## src/rtl/axis_level_trigger.sv

```systemverilog
`default_nettype none
// ============================================================================
// Module   : axis_level_trigger
// Purpose  : Level/edge trigger on a signed AXI-Stream. After an arm request
//            the block waits for the signal to cross (level -/+ hysteresis),
//            then for it to reach the level, and then forwards a fixed number
//            of samples to the downstream snapshot stage through a one-deep
//            registered output.
// Ports    : aclk, aresetn      - clock, synchronous active-low reset
//            arm                - one-cycle request to start a search
//            cfg_level/hyst/edge/count - configuration, latched on arm
//            s_axis_*           - sample input stream
//            m_axis_*           - passed-sample output stream
//            trig_out           - one-cycle pulse when the trigger fires
//            sts_state          - current state encoding
// Revision : 1.0 - initial release
// ============================================================================
module axis_level_trigger #(
    parameter int AXIS_TDATA_WIDTH = 32,
    parameter int CNTR_WIDTH       = 16
) (
    input  logic                        aclk,
    input  logic                        aresetn,
    input  logic                        arm,
    input  logic [AXIS_TDATA_WIDTH-1:0] cfg_level,
    input  logic [AXIS_TDATA_WIDTH-1:0] cfg_hyst,
    input  logic                        cfg_edge,
    input  logic [CNTR_WIDTH-1:0]       cfg_count,
    input  logic [AXIS_TDATA_WIDTH-1:0] s_axis_tdata,
    input  logic                        s_axis_tvalid,
    output logic                        s_axis_tready,
    output logic [AXIS_TDATA_WIDTH-1:0] m_axis_tdata,
    output logic                        m_axis_tvalid,
    input  logic                        m_axis_tready,
    output logic                        trig_out,
    output logic [2:0]                  sts_state
);

    // Thresholds are level +/- an unsigned hysteresis of full data width.
    // Their range spans roughly three times the signed sample range, so two
    // guard bits are carried to keep every threshold and compare exact.
    localparam int c_CMP_WIDTH = AXIS_TDATA_WIDTH + 2;

    typedef enum logic [2:0] {
        ST_IDLE   = 3'd0,
        ST_ARMED  = 3'd1,
        ST_PRIMED = 3'd2,
        ST_PASS   = 3'd3,
        ST_DONE   = 3'd4
    } state_t;

    state_t                      r_state;
    logic [AXIS_TDATA_WIDTH-1:0] r_level;
    logic [AXIS_TDATA_WIDTH-1:0] r_hyst;
    logic                        r_edge;
    logic [CNTR_WIDTH-1:0]       r_count;
    logic [CNTR_WIDTH-1:0]       r_cnt;
    logic [AXIS_TDATA_WIDTH-1:0] r_tdata;
    logic                        r_tvalid;
    logic                        r_trig;

    logic signed [c_CMP_WIDTH-1:0] w_sample;
    logic signed [c_CMP_WIDTH-1:0] w_level;
    logic signed [c_CMP_WIDTH-1:0] w_hyst;
    logic signed [c_CMP_WIDTH-1:0] w_lo_thr;
    logic signed [c_CMP_WIDTH-1:0] w_hi_thr;
    logic                          w_prime;
    logic                          w_fire;
    logic [CNTR_WIDTH-1:0]         w_count_eff;
    logic                          w_last;
    logic                          w_drain_ok;
    logic                          w_accept;
    logic                          w_rearm;

    assign w_sample = {{2{s_axis_tdata[AXIS_TDATA_WIDTH-1]}}, s_axis_tdata};
    assign w_level  = {{2{r_level[AXIS_TDATA_WIDTH-1]}}, r_level};
    assign w_hyst   = {2'b00, r_hyst};
    assign w_lo_thr = w_level - w_hyst;
    assign w_hi_thr = w_level + w_hyst;

    // Rising: prime below (level - hyst), fire at/above level.
    // Falling: prime above (level + hyst), fire at/below level.
    assign w_prime = r_edge ? (w_sample > w_hi_thr) : (w_sample < w_lo_thr);
    assign w_fire  = r_edge ? (w_sample <= w_level) : (w_sample >= w_level);

    // A zero count still forwards the trigger sample itself.
    assign w_count_eff = (r_count == '0) ? CNTR_WIDTH'(1) : r_count;
    assign w_last      = ((r_cnt + CNTR_WIDTH'(1)) == w_count_eff);

    // Output register is free this cycle (empty, or being consumed now).
    assign w_drain_ok = ~r_tvalid | m_axis_tready;

    // Only PASS applies backpressure; everywhere else samples are discarded.
    assign s_axis_tready = ~aresetn | (r_state != ST_PASS) | w_drain_ok;
    assign w_accept      = s_axis_tvalid & s_axis_tready;

    // A re-arm from DONE waits until the last passed sample has been taken,
    // so that nothing pending leaks into ARMED and nothing is lost.
    assign w_rearm = arm & ((r_state == ST_IDLE) |
                            ((r_state == ST_DONE) & w_drain_ok));

    always_ff @(posedge aclk) begin
        if (!aresetn) begin
            r_state  <= ST_IDLE;
            r_level  <= '0;
            r_hyst   <= '0;
            r_edge   <= 1'b0;
            r_count  <= '0;
            r_cnt    <= '0;
            r_tdata  <= '0;
            r_tvalid <= 1'b0;
            r_trig   <= 1'b0;
        end else begin
            r_trig <= 1'b0;
            // Consumption of the held sample; a new load below overrides it.
            if (m_axis_tready) begin
                r_tvalid <= 1'b0;
            end

            if (w_rearm) begin
                r_level <= cfg_level;
                r_hyst  <= cfg_hyst;
                r_edge  <= cfg_edge;
                r_count <= cfg_count;
                r_cnt   <= '0;
                r_state <= ST_ARMED;
            end else begin
                case (r_state)
                    ST_IDLE: begin
                        r_state <= ST_IDLE;
                    end
                    ST_ARMED: begin
                        // A sample past both thresholds only primes here.
                        if (w_accept && w_prime) begin
                            r_state <= ST_PRIMED;
                        end
                    end
                    ST_PRIMED: begin
                        if (w_accept && w_fire) begin
                            r_tdata  <= s_axis_tdata;
                            r_tvalid <= 1'b1;
                            r_trig   <= 1'b1;
                            r_cnt    <= CNTR_WIDTH'(1);
                            r_state  <= (w_count_eff == CNTR_WIDTH'(1)) ?
                                        ST_DONE : ST_PASS;
                        end
                    end
                    ST_PASS: begin
                        if (w_accept) begin
                            r_tdata  <= s_axis_tdata;
                            r_tvalid <= 1'b1;
                            r_cnt    <= r_cnt + CNTR_WIDTH'(1);
                            if (w_last) begin
                                r_state <= ST_DONE;
                            end
                        end
                    end
                    ST_DONE: begin
                        r_state <= ST_DONE;
                    end
                    default: begin
                        r_state <= ST_IDLE;
                    end
                endcase
            end
        end
    end

    assign m_axis_tdata  = r_tdata;
    assign m_axis_tvalid = r_tvalid;
    assign trig_out      = r_trig;
    assign sts_state     = r_state;

endmodule
`default_nettype wire

```

## config.mk

```make
export PLATFORM = sky130hd
export DESIGN_NAME = axis_level_trigger
export DESIGN_NICKNAME = d
export VERILOG_FILES = /design/src/rtl/axis_level_trigger.sv
export SDC_FILE = /design/constraint.sdc
export NUM_CORES = 1
export LEC_CHECK = 0
export BUFFER_PORTS_ARGS = -buffer_cell sky130_fd_sc_hd__buf_2
export CAP_MARGIN = 20
export CORE_UTILIZATION = 30
export CTS_BUF_LIST = sky130_fd_sc_hd__clkbuf_4 sky130_fd_sc_hd__clkbuf_8 sky130_fd_sc_hd__clkbuf_16
export DETAILED_ROUTE_END_ITERATION = 16
export PLACE_DENSITY = 0.58
export SYNTH_ARGS = -nofsm -noshare
export SYNTH_HDL_FRONTEND = slang
export SYNTH_SLANG_ARGS = --single-unit
```

## constraint.sdc

```tcl
create_clock -name aclk -period 4.7 [get_ports aclk]
set_clock_uncertainty 0.2 [all_clocks]
set_input_delay 0.94 -clock aclk [delete_from_list [all_inputs] [get_ports aclk]]
set_output_delay 0.94 -clock aclk [all_outputs]
set_load 0.01 [all_outputs]
```

==> results.cfg <==
[outcome]
status = completed

[power_and_ir_drop]
power_switching_mw = 2.868
swShare = 0.4187
power.density_mw_per_mm2 = 464.2
leakage_nw = 6.401
power_frac_comb = 0.558
clock_power_share = 0.237
pwr-share-seq = 0.205
peakVddDrop_mv = 0.2188
p_int_mw = 3.982
p_total_mw = 6.850

[drt]
viasPerCell = 5.146
vias = 11810
totalWireLength_um = 38660
avgRoutedWirePerCell_um = 16.85
drtIter0Drc = 730
ant_nets = 0
first_pass_iters = 7
post-route-drc-count = 0

[worst_hold_path]
hold_path.class = reg -> reg

[clocking]
cts_sinks = 134
clk_latency_ns = 0.44
numCtsBuffers = 17
cts.clk_slew.worst_paths_ns = 0.06
ctsHoldBuffers = 0
tritoncts = built
clk_path_buf_depth = 2
root_buffer = clkbuf_16
htree_levels = 4

[critical_path]
startpoint_type = register
crit_type = reg -> reg
worstSetupEndpointType = register
worstPathArrival_ns = 4.76
cp_max_fo = 3
required_ns = 4.83

[yosys]
yosysMostFrequentCell = a21oi_1
ys_seq_elements = 134
syn-num-nets = 1829
syn_area_mm2 = 0.01159
synthArstFlopShare = 0
synth-simple-area-share = 0.2185
yosys-top-cells-area = dfxtp_1 (23%), ha_1 (18%), a21oi_1 (9.9%)
synth_top_area_frac = 0.2314
synth_top_family_by_area = compound AO/OA/AOI/OAI gates
synth_fa_ha_area_frac = 0.1816
synth_warnings = 0
synth_common_cells = a21oi_1 (230), nand2_1 (223), ha_1 (165)
seq_area_frac_synth = 0.2314
ys_types = 86
syn_inst = 1544
syn_area_per_cell_um2 = 7.507
synth_edf_count = 0
synth_top_cell_by_area = dfxtp_1
synth-compound-area-share = 0.2410
synth_ff_type = dfxtp_1
synthXorXnorAreaFrac = 0.05667
muxShareOfSynthArea = 0.005721

[timing]
tightest_slew_ns = 0.9312
hold_viol_final = 0
slew_violations = 0
relSlewSlack = 0.3792
finalCritPeriodShare = 0.9862
rsz0062_at_grt = true
finalCriticalPeriod_ns = 4.635
fmax_mhz = 215.7
final.setup.worst_slack_ns = 0.06468
setup_viol = 0

[die]
coreArea_mm2 = 0.03784
die-area_mm2 = 0.03943
die_w_um = 198.6
die_h_um = 198.6
start_util = 0.3063
rows = 71
io-pin-count = 156

[global_routing]
grt_first_pass_wirelength_um = 60790
grt_pass1_vias = 11270
grt_max_degree = 82
antenna_found_initial = 1
grt-ovfl-total = 0
grt_usage = 0.1971

[place]
dpl.hpwl_um = 30380
io_buffers = 155
dp.cells = 2255
dpl_worst_slack_ns = -0.3176
gp_congestion = 0.9339

[layout]
final_cells = 2294
areaGrowthSynthToFinish_pct = 27.31
drive_above_1_share = 0.2295
final_nets = 2054

[flow_run]
cap_viol_max_count = 0
[per-stage QoR]
stage          hold slack, ns  utilization  cell area (µm²)  setup TNS, ns
2_1_floorplan          0.2493            -            11590              0
3_3_place_gp           0.2618       0.3598            13610        -0.4712
3_5_place_dp           0.2663       0.3598            13610        -0.8271
4_1_cts                0.2733       0.3827            14480              0
5_1_grt                0.2984       0.3899            14760        -0.3319
6_report               0.2724       0.3899            14760              0
[cells by family after synthesis]
family / count (synthesis)
and+or+nand+nor: 521
muxes: 6
xor gates and xnor gates: 75
AOI/OAI and AO/OA: 455
adders and majority gates: 167
buffers and inverters: 186
DFF: 134
[what timing repair did]
| action | in CTS | in global routing |
|---|---|---|
| pin swaps | 23 | 31 |
| setup buffers | 1 | 6 |
| hold endpoints to repair | 0 | 0 |
| setup endpoints to repair | 3 | 3 |
| resized for setup | 33 | 46 |
[placed cells by master, fill, tap and decap left out, drive strengths merged, types with 7 or more instances in the layout]
cell,n
nand2,223
a211oi,13
nor2b,10
buf,287
o31ai,23
nand3b,8
nor4,14
o211ai,10
xnor2,60
nor3b,8
a21oi,231
a31oi,13
dfxtp,134
nor3,25
a21o,26
clkbuf,22
and3,12
xor2,15
inv,105
nand2b,22
or3,13
nor2,83
ha,165
o21bai,12
nand3,55
a221oi,7
o21ai,75
nand4,30
[layout make-up]
cell class	count	area, µm²
clock inverter	10	214.0
timing repair buffer	287	1770
inverter	105	397.9
sequential	134	2693
tap	511	639.4
fill	3992	23090
antenna	1	2.502
multi-input combinational	1224	8546
clock buffer	22	494.2
[per-layer routing]
metal	track usage	routed length, µm	vias up
met4	0.06496	762	0
met5	0	0	-
met1	0.2659	18430	5580
li1	-	-	5926
met2	0.3191	17720	259
met3	0.02967	1756	41
[power groups by stage]
stage	Clock, mW	Sequential [mW]	Combinational, mW
final	1.62	1.41	3.82
after detailed placement	0	1.42	3.58
after global placement	0	1.42	3.52
after global routing	1.70	1.42	4.25
after floorplan	0	1.39	2.41
after CTS	1.67	1.40	3.69
[path summary, 6_finish.rpt]
kind                           start                   endpoint  depth (start not counted)  slack, ns
min reg2reg  r_hyst[20]$_SDFFE_PN0P_    r_hyst[20]$_SDFFE_PN0P_                          2       0.27
min          r_hyst[20]$_SDFFE_PN0P_    r_hyst[20]$_SDFFE_PN0P_                          2       0.27
max reg2reg  r_level[0]$_SDFFE_PN0P_  sts_state[0]$_SDFFE_PN0P_                         20       0.06
max          r_level[0]$_SDFFE_PN0P_  sts_state[0]$_SDFFE_PN0P_                         20       0.06
[flip-flops by register name, summed over array words and instances, names as in the netlist]
| name | cells |
|---|---|
| r_count | 16 |
| m_axis_tdata | 32 |
| r_cnt | 16 |
| r_edge | 1 |
| r_hyst | 32 |
| m_axis_tvalid | 1 |
| trig_out | 1 |
| r_level | 32 |
| sts_state | 3 |
[critical path, cell delays in order, from the launching register on]
cell and delay, ns:
dfxtp_4 0.36, ha_4 0.17, inv_4 0.05, fa_2 0.24, nor3_4 0.07, o311ai_4 0.27, o311ai_4 0.19, a2111oi_4 0.44
o211ai_2 0.17, a31o_2 0.26, a21oi_2 0.17, xnor2_1 0.15, ha_1 0.26, and2_4 0.14, a221o_1 0.32, a221oi_2 0.23
o21ai_1 0.10, a21oi_2 0.16, xor2_2 0.19, a211oi_4 0.09, o311a_1 0.29
Note: power is estimated with default switching activity, not from simulation.
